[src/rtl/ser_add_seq_if.sv]
// Bundle of operand handshake, serial adder link and result handshake for ser_add_seq.
// Optional o_ovf is present only when SER_ADD_SEQ_OVF_EN is defined.
interface ser_add_seq_if #(
    parameter int WIDTH = 32
);
    logic             i_valid;
    logic             o_ready;
    logic [WIDTH-1:0] i_a;
    logic [WIDTH-1:0] i_b;
    logic             o_add_a;
    logic             o_add_b;
    logic             o_add_clr;
    logic             i_add_q;
    logic             i_add_cy;
    logic             o_res_valid;
    logic             i_res_ready;
    logic [WIDTH-1:0] o_res;
    logic             o_cout;
`ifdef SER_ADD_SEQ_OVF_EN
    logic             o_ovf;
`endif

    modport slave (
        input  i_valid, i_a, i_b, i_add_q, i_add_cy, i_res_ready,
`ifdef SER_ADD_SEQ_OVF_EN
        output o_ovf,
`endif
        output o_ready, o_add_a, o_add_b, o_add_clr, o_res_valid, o_res, o_cout
    );

    modport master (
        output i_valid, i_a, i_b, i_add_q, i_add_cy, i_res_ready,
`ifdef SER_ADD_SEQ_OVF_EN
        input  o_ovf,
`endif
        input  o_ready, o_add_a, o_add_b, o_add_clr, o_res_valid, o_res, o_cout
    );
endinterface

[src/rtl/ser_add_seq.sv]
// Operand sequencer/collector around a registered bit-serial adder: streams operands LSB-first,
// deserializes the sum and carry-out. Macro SER_ADD_SEQ_OVF_EN adds a signed-overflow flag.
module ser_add_seq #(
    parameter int WIDTH = 32
) (
    input  logic           clk,
    input  logic           rst,
    ser_add_seq_if.slave   bus
);
    localparam int CW = $clog2(WIDTH);
    localparam logic [CW-1:0] LAST = CW'(WIDTH - 1);

    typedef enum logic [1:0] {IDLE, SHIFT, CAPTURE, DONE} state_t;

    state_t           state_reg, state_next;
    logic [CW-1:0]    cnt_reg, cnt_next;
    logic [WIDTH-1:0] a_reg, a_next;
    logic [WIDTH-1:0] b_reg, b_next;
    logic [WIDTH-1:0] res_reg, res_next;
    logic             cout_reg, cout_next;
    logic [WIDTH-1:0] res_shifted;
`ifdef SER_ADD_SEQ_OVF_EN
    logic             ovf_reg, ovf_next;
`endif

    // Adder output enters at the MSB so that sum bit 0 lands in bit 0 after WIDTH shifts.
    assign res_shifted[WIDTH-1] = bus.i_add_q;
    generate
        for (genvar gi = 0; gi < WIDTH - 1; gi++) begin : g_shift
            assign res_shifted[gi] = res_reg[gi+1];
        end
    endgenerate

    always_ff @(posedge clk or negedge rst) begin
        if (!rst) begin
            state_reg <= IDLE;
            cnt_reg   <= '0;
            a_reg     <= '0;
            b_reg     <= '0;
            res_reg   <= '0;
            cout_reg  <= 1'b0;
`ifdef SER_ADD_SEQ_OVF_EN
            ovf_reg   <= 1'b0;
`endif
        end else begin
            state_reg <= state_next;
            cnt_reg   <= cnt_next;
            a_reg     <= a_next;
            b_reg     <= b_next;
            res_reg   <= res_next;
            cout_reg  <= cout_next;
`ifdef SER_ADD_SEQ_OVF_EN
            ovf_reg   <= ovf_next;
`endif
        end
    end

    always_comb begin
        state_next      = state_reg;
        cnt_next        = cnt_reg;
        a_next          = a_reg;
        b_next          = b_reg;
        res_next        = res_reg;
        cout_next       = cout_reg;
`ifdef SER_ADD_SEQ_OVF_EN
        ovf_next        = ovf_reg;
`endif
        bus.o_ready     = 1'b0;
        bus.o_res_valid = 1'b0;
        bus.o_add_a     = 1'b0;
        bus.o_add_b     = 1'b0;
        bus.o_add_clr   = 1'b1;

        case (state_reg)
            IDLE: begin
                bus.o_ready = 1'b1;
                if (bus.i_valid) begin
                    state_next = SHIFT;
                    a_next     = bus.i_a;
                    b_next     = bus.i_b;
                    cnt_next   = '0;
                end
            end
            SHIFT: begin
                bus.o_add_a   = a_reg[cnt_reg];
                bus.o_add_b   = b_reg[cnt_reg];
                bus.o_add_clr = (cnt_reg == '0);
                // The adder is one cycle behind, so bit k-1 arrives while bit k is presented.
                if (cnt_reg != '0) begin
                    res_next = res_shifted;
                end
                if (cnt_reg == LAST) begin
                    state_next = CAPTURE;
                end else begin
                    cnt_next = cnt_reg + CW'(1);
                end
            end
            CAPTURE: begin
                res_next   = res_shifted;
                cout_next  = bus.i_add_cy;
`ifdef SER_ADD_SEQ_OVF_EN
                ovf_next   = (a_reg[WIDTH-1] == b_reg[WIDTH-1]) && (bus.i_add_q != a_reg[WIDTH-1]);
`endif
                state_next = DONE;
            end
            DONE: begin
                bus.o_res_valid = 1'b1;
                if (bus.i_res_ready) begin
                    state_next = IDLE;
                end
            end
            default: state_next = IDLE;
        endcase
    end

    assign bus.o_res  = res_reg;
    assign bus.o_cout = cout_reg;
`ifdef SER_ADD_SEQ_OVF_EN
    assign bus.o_ovf  = ovf_reg;
`endif
endmodule

[src/flat_wrapper.sv]
// flat-port wrapper written by rule: the top's interface ports become plain ports
module ser_add_seq_flat 
#(
    parameter int WIDTH = 32
)
  (clk, rst, bus_i_valid, bus_i_a, bus_i_b, bus_i_add_q, bus_i_add_cy, bus_i_res_ready, bus_o_ready, bus_o_add_a, bus_o_add_b, bus_o_add_clr, bus_o_res_valid, bus_o_res, bus_o_cout);
  ser_add_seq_if #(.WIDTH(WIDTH)) bus_i ();
  input  logic clk;
  input  logic rst;
  input wire logic [$bits(bus_i.i_valid)-1:0] bus_i_valid;
  input wire logic [$bits(bus_i.i_a)-1:0] bus_i_a;
  input wire logic [$bits(bus_i.i_b)-1:0] bus_i_b;
  input wire logic [$bits(bus_i.i_add_q)-1:0] bus_i_add_q;
  input wire logic [$bits(bus_i.i_add_cy)-1:0] bus_i_add_cy;
  input wire logic [$bits(bus_i.i_res_ready)-1:0] bus_i_res_ready;
  output wire logic [$bits(bus_i.o_ready)-1:0] bus_o_ready;
  output wire logic [$bits(bus_i.o_add_a)-1:0] bus_o_add_a;
  output wire logic [$bits(bus_i.o_add_b)-1:0] bus_o_add_b;
  output wire logic [$bits(bus_i.o_add_clr)-1:0] bus_o_add_clr;
  output wire logic [$bits(bus_i.o_res_valid)-1:0] bus_o_res_valid;
  output wire logic [$bits(bus_i.o_res)-1:0] bus_o_res;
  output wire logic [$bits(bus_i.o_cout)-1:0] bus_o_cout;
  assign bus_i.i_valid = bus_i_valid;
  assign bus_i.i_a = bus_i_a;
  assign bus_i.i_b = bus_i_b;
  assign bus_i.i_add_q = bus_i_add_q;
  assign bus_i.i_add_cy = bus_i_add_cy;
  assign bus_i.i_res_ready = bus_i_res_ready;
  assign bus_o_ready = bus_i.o_ready;
  assign bus_o_add_a = bus_i.o_add_a;
  assign bus_o_add_b = bus_i.o_add_b;
  assign bus_o_add_clr = bus_i.o_add_clr;
  assign bus_o_res_valid = bus_i.o_res_valid;
  assign bus_o_res = bus_i.o_res;
  assign bus_o_cout = bus_i.o_cout;
  ser_add_seq #(.WIDTH(WIDTH)) u_core (.clk(clk), .rst(rst), .bus(bus_i));
endmodule
[config.mk]
export PLATFORM = sky130hd
export DESIGN_NAME = ser_add_seq_flat
export DESIGN_NICKNAME = d
export VERILOG_FILES = /design/src/rtl/ser_add_seq_if.sv /design/src/rtl/ser_add_seq.sv /design/src/flat_wrapper.sv
export SDC_FILE = /design/constraint.sdc
export NUM_CORES = 1
export LEC_CHECK = 0
export BUFFER_PORTS_ARGS = -buffer_cell sky130_fd_sc_hd__buf_2
export CELL_PAD_IN_SITES_DETAIL_PLACEMENT = 1
export CELL_PAD_IN_SITES_GLOBAL_PLACEMENT = 1
export CORE_AREA = 2 2 104 106
export CTS_BUF_LIST = sky130_fd_sc_hd__clkbuf_4 sky130_fd_sc_hd__clkbuf_8
export CTS_CLUSTER_SIZE = 30
export DETAILED_ROUTE_END_ITERATION = 8
export DIE_AREA = 0 0 106 108
export PLACE_DENSITY = 0.92
export RECOVER_POWER = 50
export SETUP_SLACK_MARGIN = 0.1
export SYNTH_ARGS = -nofsm -noshare
export SYNTH_HDL_FRONTEND = slang
export SYNTH_SLANG_ARGS = --single-unit
[constraint.sdc]
create_clock -name clk -period 4.4 [get_ports clk]
set_clock_uncertainty 0.1 [all_clocks]
set_input_delay 0.66 -clock clk [delete_from_list [all_inputs] [get_ports clk]]
set_output_delay 0.66 -clock clk [all_outputs]
set_load 0.005 [all_outputs]
==> results.md, run 1 <==
Global routing:
- The overall overflow remaining after global route is 0.
- The total global routing track utilization is 20.2%.
- The number of antenna violations at the first check in global routing came to 2.
- The first-pass GRT wire length is 17700 um.
- Entering global routing, the biggest net connects 76 pins.
- The via count of the first global-routing pass is 3440.

CTS:
- The TritonCTS clock tree is done.
- The maximum count of clock buffers along a single path is 2.
- After clock tree synthesis, the flow added hold-fix buffers numbering 0.
- The latest clock arrival within the worst-skew pair is between 0.3 and 0.4 ns.
- In this run, CTS created clock tree buffers numbering 9.
- Clock-pin slew was measured on the worst setup and hold paths at about 0.11 ns.
- CTS built an H-tree with a depth of 3.
- The number of clock sinks is around 100.
- The master cell of the clock root buffer is sky130_fd_sc_hd__clkbuf_8.
- Post-CTS repair changed the size of 0 cells.
- The buffers inserted during post-CTS setup optimization is 0.

Setup path:
- The data required time of the worst path is 3.64 ns.
- STA classifies the critical path startpoint as a flip-flop.
- The classification of the worst setup path is reg -> out.
- The arrival time reported for the critical path endpoint is 2.67 ns.
- The worst setup path is captured at an output port.
- Of all nets on the critical path, the largest fanout is 15.

Final layout:
- Once layout is complete, the cells apart from fillers number 566.
- Cells with a size suffix above 1 make up 51.6% of the layout.
- In the layout the commonest cells are sky130_fd_sc_hd__dfrtp_1 (104), sky130_fd_sc_hd__mux2_2 (99), sky130_fd_sc_hd__buf_2 (97), sky130_fd_sc_hd__nand2_1 (14).
- Leaving out fill and tap cells, the most frequent cell in the layout is sky130_fd_sc_hd__dfrtp_1.
- The final layout contains ~500 nets.
- The number of filler cells placed in the layout is 1062.
- The final non-filler cell area is 0.00554 sq mm.
- 0 antenna diodes ended up in the layout.
- From synthesis to final layout, the design area changed by 16.1%.

Floorplanning:
- The die is 108 um tall.
- The core area is between 0.01 and 0.015 sq mm.
- From left edge to right edge, the die measures between 100 and 150 um.
- The initial utilization of the core area, before any placement, comes to 46.7%.
- The die covers 0.0114 sq mm.
- The count of standard-cell rows is 37.
- 108 I/O pins were placed.

Routing:
- After detailed routing, the average wire length per cell comes to 19.1 um.
- The wire length on met2 is around 5700 um.
- The met3 wire length is 728 um.
- In the routed design, unresolved DRC markers number 0.
- The routed layout has ~3000 vias.
- The post-detailed-route via-to-cell ratio is 5.41.
- The first TritonRoute pass finished after 4 iterations.
- The top routing layer in use is met5.
- The detailed-route wire length is 10800 um.
- The post-detailed-route count of antenna-violating nets is 0.
- The met1 wire length is 4270 um.
- The detailed router finished its first iteration with just under 90 violations.

Power:
- The worst-case vdd ir drop is 0.410 mV.
- The cell leakage power is 2.62 nW.
- Power spread over the standard cell area amounts to 716 mW/mm^2.

Placement:
- The area of placed instances is 0.00537 sq mm.
- Timing analysis after detailed placement gives a worst setup slack of 1.37 ns.
- At the end of routability-driven placement, the weighted congestion stood at 0.841.
- During placement, the flow inserted port buffers numbering 107.
- The number of cells in the design after placement is 550.
- The HPWL reported at the end of detailed placement is about 8000 um.

STA:
- For the pin with the worst max-slew slack, the measured transition is 1.83 ns.
- Counting I/O delays and the setup requirement, the final critical path takes between 3 and 4 ns.
- The worst setup margin is between 0.9 and 1 ns.
- Hold timing on the final database bottoms out at a slack of 0.396 ns.
- Setup repair after global routing left no endpoint under its margin.
- The final clock period utilization by the worst path is around 78%.
- Setup violations remaining at the end of the flow were counted as 0.
- The worst pin sits at a relative slew slack of -21.7%.
- The final-report max-slew violation count is 107.
- In the final timing run, aggregate negative setup slack is 0 ns.
- The hold violation total from the final report came to 0.
- Static timing analysis puts the maximum clock frequency at 292 MHz.

Logic synthesis:
- Summing the sequential cell areas from Yosys gives 54.5% of the chip area.
- The total number of yosys warnings is 0.
- The number of nets handed over by synthesis was 402.
- The average cell area after synthesis is approximately 15 sq um.
- The gate count of the mapped netlist is 324.
- Counting distinct cell types in the post-synthesis netlist gives 35.
- The post-synthesis sequential element count is 104.
- The mapped netlist covers 0.00477 sq mm.

Status:
- The run finished, with violations left.
- The checks that failed: capacitance limit, slew limit.

Worst hold path:
- The path class of the tightest hold or removal check is in -> reg.

Job:
- Max-cap violations in this run came to 2.
## through the flow
| stage | power, W | utilization [%] |
|---|---|---|
| floorplan | 0.00297 | - |
| global placement | 0.00327 | 52.5 |
| detailed placement | 0.00343 | 52.5 |
| CTS | 0.00403 | 54.3 |
| global route | 0.00424 | 54.2 |
| finish | 0.00397 | 54.2 |
## metal layers
layer,track usage (%),vias to the layer above
li1,-,1384
met1,23.9,1581
met2,35.5,86
met3,7.05,11
met4,4.89,2
met5,0,-
## power breakdown
part,switching [W],internal (W)
Combinational,0.000695,0.000954
Sequential,0.000335,0.00140
Clock,0.000347,0.000238
Total,0.00138,0.00259
## logic make-up after synthesis
| group | Yosys count | share of synthesized area, % |
|---|---|---|
| flops | 104 | 54.5 |
| fa+ha+maj | 8 | 2.10 |
| compound gates | 30 | 4.30 |
| buf+inv | 27 | 3.43 |
| simple gates | 37 | 3.85 |
| mux | 118 | 31.8 |
## layout make-up
type	count	area, sq um	share of cell area [%]
repair buffers	110	543	9.80
clock inverters	5	45.0	0.813
well taps	136	170	3.07
flip-flops and latches	104	2600	47.0
multi-input cells	193	2010	36.3
clock buffers	11	145	2.62
inverters	7	26.3	0.474
## worst max-delay path, stage by stage (launching register included)
cell and delay [ns]:
sky130_fd_sc_hd__dfrtp_1 0.69, sky130_fd_sc_hd__buf_4 0.35, sky130_fd_sc_hd__mux4_1 0.60, sky130_fd_sc_hd__nand2_1 0.09
sky130_fd_sc_hd__nand3_1 0.11, sky130_fd_sc_hd__o21ai_0 0.15, sky130_fd_sc_hd__a211oi_1 0.14, sky130_fd_sc_hd__buf_2 0.16
## synth_stat cells, drive strengths merged
master	instances	area (sq um)
mux2i	5	50.1
a21o	1	7.51
nor3	5	25.0
nand2b	2	12.5
a221oi	2	17.5
o221ai	2	17.5
inv	6	22.5
or3	1	6.26
nor2	4	15.0
nand3	2	10.0
and3	1	6.26
and4b	2	20.0
nand2	15	56.3
mux4	14	353
o41ai	1	16.3
mux2	99	1110
ha	8	100
a21boi	1	18.8
nand3b	1	7.51
dfrtp	104	2600
clkinv	1	3.75
a211oi	2	15.0
and2	1	6.26
clkbuf	4	15.0
buf	16	123
nor2b	3	18.8
o21ai	10	50.0
a21oi	8	40.0
a22oi	1	7.51
o31ai	2	15.0
## path summary, 6_finish.rpt
check | cells after the start | slack, ns | from | end
max | 7 | 0.97 | u_core.cnt_reg[0]$_DFFE_PN0P_ | bus_o_add_a
min | 2 | 0.40 | bus_i_a[21] | u_core.a_reg[21]$_DFFE_PN0P_
max reg2reg | 6 | 1.39 | u_core.cnt_reg[1]$_DFFE_PN0P_ | u_core.bus.o_res[4]$_DFFE_PN0P_
min reg2reg | 1 | 0.41 | u_core.a_reg[12]$_DFFE_PN0P_ | u_core.a_reg[12]$_DFFE_PN0P_
max in group asynchronous | 2 | 1.26 | rst | u_core.state_reg[0]$_DFFE_PN0P_
min in group asynchronous | 1 | 0.66 | rst | u_core.a_reg[15]$_DFFE_PN0P_
Power figures use the tool's default switching activity.
==> run 2: changes to the inputs <==
CORE_AREA = 2 2 111 113   (was 2 2 104 106)
DIE_AREA = 0 0 113 115   (was 0 0 106 108)
PLACE_DENSITY = 0.86   (was 0.92)
clock period = 2.8 ns   (was 4.4 ns; I/O delays follow)
==> results.md, run 2 (synthesis gave the netlist of run 1 again) <==
STA:
- The final-report max-slew violation count is 65 (-39%).
- The relative slew slack is -9.94% (+12 points).
- For the finished layout, the period the worst path requires is 2.67 ns.
- The final-layout worst hold slack is 0.165 ns (-0.230 ns).
- The worst path uses 95.4% of the clock period.
- The hold violation total from the final report is 0 (unchanged).
- The summed negative setup slack over all endpoints was 0 ns (unchanged).
- The final-report setup violation count was 0 (unchanged).
- The measured slew at the worst slew-check pin is 1.65 ns (-0.177 ns).
- Setup repair after global routing could not meet its margin everywhere.
- The fmax is around 370 MHz.

Power:
- The worst-case vdd ir drop is 0.568 mV (+39%).
- The power density over cell area is 1160 mW/mm^2 (+62%).
- The total chip power was 0.00662 W (+67%).
- The cell leakage power is 2.66 nW (+1.4%).

CTS:
- The number of clock sinks was 104 (unchanged).
- The maximum count of clock buffers along a single path is 2 (unchanged).
- The master cell of the clock root buffer is sky130_fd_sc_hd__clkbuf_8.
- The cts-stage hold buffer count is 0 (unchanged).
- The TritonCTS clock tree is done.
- The latest clock arrival within the worst-skew pair is 0.38 ns (about the same).
- The clock edge transition at the registers on the reported setup and hold paths is 0.11 ns (about the same).
- The CTS buffer count came to 9 (unchanged).
- The number of levels in the clock H-tree is 3 (unchanged).

Global routing:
- The first-pass GRT wire length is 18000 um (+1.2%).
- The total global routing track utilization is 18.0% (-2.2 points).
- The number of antenna violations at the first check in global routing is 2 (unchanged).
- The via count of the first global-routing pass is 3431 (-0.26%).
- The largest net degree at the start of global routing was 65 (-14%).
- The overall overflow remaining after global route is 0 (unchanged).

Worst hold path:
- The number of cells on the worst hold path is 2 (unchanged).
- The class of the most critical hold timing path is in -> reg.

Routing:
- The number of remaining DRC errors is 2 (+2).
- The via count came to 3078 (+0.46%).
- The post-detailed-route count of antenna-violating nets was 0 (unchanged).
- The detail-routed net length per standard cell is 19.1 um (+0.11%).
- The detailed-route wire length came to 11200 um (+3.5%).
- The first-pass iteration count of the detailed router came to 6 (+2).
- The post-detailed-route via-to-cell ratio was 5.26 (-2.8%).
- The number of violations reported at the end of detailed-routing iteration 0 is 123 (+41%).

Final layout:
- The commonest non-fill, non-tap cell in the layout is sky130_fd_sc_hd__dfrtp_1.
- The final net count was 512 (+1.8%).
- The ratio of cells with drive above 1 in the final layout is 57.5% (+5.9 points).
- The number of antenna diodes came to 0 (unchanged).
- The number of standard cells in the final layout excluding fillers is 585 (+3.4%).
- The multi-input gate area in the final layout came to 0.00203 sq mm (+0.93%).
- The final non-filler cell area was 0.00570 sq mm (+2.8%).
- In the layout the commonest cells are sky130_fd_sc_hd__dfrtp_1 (102), sky130_fd_sc_hd__mux2_2 (97), sky130_fd_sc_hd__buf_2 (97), sky130_fd_sc_hd__nand2_1 (14), sky130_fd_sc_hd__mux4_2 (13).
- From synthesis to final layout, the design area changed by 19.4%.
- The combined flip-flop and latch cell area is 0.00261 sq mm (+0.19%).
- The number of filler cells placed in the layout was 1244 (+17%).

Setup path:
- The register-to-register path setup slack came to 0.42 ns (-0.97 ns).
- The classification of the worst setup path is reg -> out.
- The highest net fanout along the worst path was 5 (-10).
- The slowest stage of the critical path is the sky130_fd_sc_hd__mux4_2 cell.
- The arrival time reported for the critical path endpoint is 2.15 ns (-0.52 ns).
- The element type at the critical path end is an output port.
- The data required time of the worst path is 2.28 ns (-1.36 ns).
- The worst setup path is launched from a flip-flop.
- The largest stage delay on the critical path is 0.50 ns (-0.19 ns).
- The signal on the critical path passes through buf_6 > mux4_2 > mux2_4 > o21ai_2 > a211oi_2 > buf_2.
- The depth of the worst register-to-register path is 9 (+3).

Floorplanning:
- The number of placed I/O pins is 108 (unchanged).
- The effective utilization at floorplan came to 40.4% (-6.2 points).
- The floorplan die width is 113 um (+6.6%).
- The die boundary height is 115 um (+6.5%).
- The die footprint is 0.0130 sq mm (+14%).
- The count of standard-cell rows is 40 (+8.1%).
- The core area is 0.0118 sq mm (+15%).

Placement:
- The final weighted congestion in routability-driven placement was 0.806 (-4.1%).
- The area of placed instances was 0.00546 sq mm (+1.7%).
- The count of port buffers added during placement was 107 (unchanged).
- The number of cells in the design after placement came to 566 (+2.9%).
- The HPWL reported at the end of detailed placement came to 7840 um (+0.22%).

Job:
- The max-cap check violation count is 1 (-1).

Status:
- The run finished, with violations left.
- The final reports fail on DRC, capacitance limit, slew limit.
## run 2: final timing paths
path                                                     from                               end
worst max-delay path            u_core.cnt_reg[0]$_DFFE_PN0P_                       bus_o_add_a
worst min-delay path                              bus_i_add_q  u_core.bus.o_res[31]$_DFFE_PN0P_
worst max register to register  u_core.cnt_reg[0]$_DFFE_PN0P_  u_core.bus.o_res[26]$_DFFE_PN0P_
worst min register to register   u_core.a_reg[21]$_DFFE_PN0P_      u_core.a_reg[21]$_DFFE_PN0P_
max in group asynchronous                                 rst   u_core.bus.o_res[4]$_DFFE_PN0P_
min in group asynchronous                                 rst      u_core.a_reg[23]$_DFFE_PN0P_
## run 2: area by class of cell
class                   count  share of cell area (%)
well taps                 147                    3.23
clock inverters             6                   0.900
inverters                   7                   0.461
repair buffers            119                    11.9
clock buffers               9                    2.17
multi-input cells         193                    35.6
flip-flops and latches    104                    45.8
## run 2: what timing repair did
action | CTS | global route
setup endpoints to repair | 2 | 2
setup buffers | 3 | 1
pin swaps | 2 | 4
gates cloned | 0 | 0
gates resized for setup | 22 | 10
## run 2: through the flow
step	setup WS, ns	utilization [%]
detailed placement	0.323	46.2
global placement	0.358	46.2
CTS	0.0984	48.1
finish	0.130	48.3
global route	-0.00175	48.3
floorplan	0.542	-
## run 2: critical path, delay by kind of cell, from the launching register on
family / cells / cell delay (ns)
multiplexers: 2 / 0.80
buffers and inverters: 2 / 0.32
flip-flops: 1 / 0.43
AO/OA/AOI/OAI: 2 / 0.23
## run 2: where the power goes
group | internal, W | switching [W]
registers | 0.00221 | 0.000536
clock network | 0.000332 | 0.000549
logic | 0.00175 | 0.00125
## run 2: routing by layer
metal | GRT usage (%) | part of all wire, % | vias to the layer above
met4 | 6.59 | 1.6 | 0
met5 | 0 | 0 | -
met1 | 21.5 | 40 | 1597
li1 | - | - | 1386
met2 | 31.1 | 52 | 80
met3 | 5.17 | 6.3 | 15
==> run 3: changes to the inputs <==
CELL_PAD_IN_SITES_DETAIL_PLACEMENT = unset   (was 1)
CELL_PAD_IN_SITES_GLOBAL_PLACEMENT = unset   (was 1)
CORE_AREA = 2 2 104 106   (was 2 2 111 113)
DIE_AREA = 0 0 106 108   (was 0 0 113 115)
PLACE_DENSITY = 0.82   (was 0.86)
==> results.md, run 3 (synthesis gave the netlist of run 1 again) <==
Power:
- The cell leakage power is 2.67 nW (+0.53%).
- The switching power was 0.00214 W (-8.3%).
- The switching share of power came to 33.2% (-2.1 points).
- The worst-case vdd ir drop was 0.529 mV (-6.9%).
- The internal cell power is 0.00431 W (+0.60%).
- The clock power share is 14.9% (+1.6 points).
- The register share of total power was 41.0% (-0.5 points).
- The power density over cell area is 1130 mW/mm^2 (-2.8%).
- The combinational share of power was 44.1% (-1.1 points).

Final layout:
- Leaving out fill and tap cells, the most frequent cells in the layout are sky130_fd_sc_hd__dfrtp_1 (102), sky130_fd_sc_hd__mux2_2 (97), sky130_fd_sc_hd__buf_2 (84), sky130_fd_sc_hd__clkbuf_1 (21), sky130_fd_sc_hd__nand2_1 (14).
- The commonest non-fill, non-tap cell in the layout is sky130_fd_sc_hd__dfrtp_1.
- The number of standard cells in the final layout excluding fillers is 579 (-1.0%).
- The final non-filler cell area was 0.00571 sq mm (+0.24%).
- The final net count is 515 (+0.59%).
- The ratio of cells with drive above 1 in the final layout is 51.4% (-6.2 points).
- The utilization after layout is 55.8% (+7.6 points).
- The number of filler cells placed in the layout came to 822 (-34%).
- Relative to the synthesized area, the layout overhead comes to 19.7%.

Setup path:
- The element type at the critical path end is an output port.
- The data required time of the worst path is 2.28 ns (about the same).
- The highest net fanout along the worst path is 3 (-2).
- STA classifies the critical path startpoint as a flip-flop.
- The critical path is of the reg -> out type.
- The arrival time reported for the critical path endpoint is 2.12 ns (-0.03 ns).

Routing:
- The detail-routed net length per standard cell came to 16.4 um (-14%).
- The post-detailed-route via-to-cell ratio is 5.23 (-0.67%).
- The first-pass iteration count of the detailed router is 4 (-2).
- The detailed-route wire length is 9500 um (-15%).
- The via count is 3026 (-1.7%).
- The number of violations reported at the end of detailed-routing iteration 0 is 136 (+11%).
- The number of remaining DRC errors was 0 (-2).
- The post-detailed-route count of antenna-violating nets is 0 (unchanged).

CTS:
- The maximum count of clock buffers along a single path is 2 (unchanged).
- The number of clock sinks is 104 (unchanged).
- The latest clock arrival within the worst-skew pair is 0.36 ns (-0.02 ns).
- The CTS buffer count is 9 (unchanged).
- The number of levels in the clock H-tree is 3 (unchanged).
- The clock edge transition at the registers on the reported setup and hold paths is 0.10 ns (about the same).
- TritonCTS built the clock tree.
- The tree is rooted in a sky130_fd_sc_hd__clkbuf_8.

Status:
- The flow ran to the end, and the final reports show no timing, DRC or antenna violations.

Floorplanning:
- The count of standard-cell rows is 37 (-7.5%).
- The effective utilization at floorplan is 46.7% (+6.2 points).
- The core area is 0.0102 sq mm (-13%).
- The number of placed I/O pins came to 108 (unchanged).
- The floorplan die width is 106 um (-6.2%).
- The die footprint came to 0.0114 sq mm (-12%).
- The die boundary height is 108 um (-6.1%).

STA:
- The measured slew at the worst slew-check pin is 1.25 ns (-0.398 ns).
- The summed negative setup slack over all endpoints is 0 ns (unchanged).
- Setup repair after global routing could not meet its margin everywhere.
- The final-report setup violation count was 0 (unchanged).
- The relative slew slack is 16.6% (+27 points).
- The post-layout minimum cycle time is 2.64 ns (-0.0308 ns).
- The final clock period utilization by the worst path is 94.3% (-1.1 points).
- The hold violation total from the final report is 0 (unchanged).
- The final-layout worst hold slack is 0.177 ns (+0.0116 ns).
- The fmax was 379 MHz (+1.2%).
- The final-report max-slew violation count came to 0 (-100%).

Global routing:
- The overall overflow remaining after global route is 0 (unchanged).
- The via count of the first global-routing pass is 3131 (-8.7%).
- The number of antenna violations at the first check in global routing is 0 (-2).
- The total global routing track utilization is 17.3% (-0.64 points).
- The largest net degree at the start of global routing was 65 (unchanged).
- The first-pass GRT wire length is 15400 um (-14%).

Placement:
- The final weighted congestion in routability-driven placement came to 0.831 (+3.1%).
- The number of cells in the design after placement is 553 (-2.3%).
- The count of port buffers added during placement is 107 (unchanged).
- The area of placed instances is 0.00543 sq mm (-0.53%).
- The HPWL reported at the end of detailed placement was 6700 um (-15%).

Job:
- The max-cap check violation count is 0 (-1).

Worst hold path:
- The class of the most critical hold timing path is in -> reg.
## run 3: cell types whose count changed in the layout (fill, tap and decap cells not counted), sizes merged
cell,previous run,this run
clkbuf,20,32
buf,108,99
diode,0,1
dlygate4sd3,0,1
clkinv,3,2
bufinv,0,1
## run 3: per-stage QoR
stage	total power [W]	worst slack [ns]
floorplan	0.00466	0.542
global placement	0.00523	0.447
detailed placement	0.00540	0.354
CTS	0.00644	0.104
global route	0.00690	0.0743
finish	0.00645	0.161
## run 3: path summary, 6_finish.rpt
check	from	end	slack, ns	cells past startpoint
worst max-delay path	u_core.cnt_reg[0]$_DFFE_PN0P_	bus_o_add_a	0.16	6
worst min-delay path	bus_i_b[24]	u_core.b_reg[24]$_DFFE_PN0P_	0.18	2
worst max register to register	u_core.state_reg[1]$_DFFE_PN0P_	u_core.bus.o_res[21]$_DFFE_PN0P_	0.36	6
worst min register to register	u_core.a_reg[31]$_DFFE_PN0P_	u_core.a_reg[31]$_DFFE_PN0P_	0.41	1
max in group asynchronous	rst	u_core.cnt_reg[0]$_DFFE_PN0P_	0.92	3
min in group asynchronous	rst	u_core.b_reg[18]$_DFFE_PN0P_	0.75	2
## run 3: per-layer routing
layer	wire length, um	GRT usage, %
met2	4800	28.6
met3	440	3.86
met4	176	7.24
met1	4090	22.3
met5	0	0
## run 3: timing repair
item                                    in CTS  in global routing
gates resized for setup                      6                  7
endpoints found under the setup margin       2                  2
endpoints found under the hold margin       49                  0
pin swaps                                    0                  1
hold buffers                                 1                  0
buffers inserted                             3                  5
## run 3: area by class of cell
type	count	area [sq um]	share of cell area, %
clock buffers	10	131	2.30
clock inverters	6	75.1	1.31
inverters	7	26.3	0.460
flip-flops and latches	104	2610	45.6
well taps	136	170	2.98
multi-input cells	193	2030	35.5
diodes	1	2.50	0.0438
repair buffers	122	677	11.8
## run 3: worst max-delay path: stages, from the launching register on
cell and delay [ns]:
sky130_fd_sc_hd__dfrtp_2 0.42, sky130_fd_sc_hd__buf_4 0.12, sky130_fd_sc_hd__mux4_1 0.55, sky130_fd_sc_hd__mux2_4 0.30, sky130_fd_sc_hd__o21ai_2 0.13, sky130_fd_sc_hd__a211oi_1 0.09
sky130_fd_sc_hd__buf_2 0.16
## run 3: power by group through the flow
stage               logic, W  registers (W)  clock network [W]
floorplan            0.00215        0.00251                  0
global placement     0.00263        0.00260                  0
global route         0.00309        0.00273            0.00107
detailed placement   0.00274        0.00266                  0
finish               0.00284        0.00264           0.000964
CTS                  0.00280        0.00263            0.00100
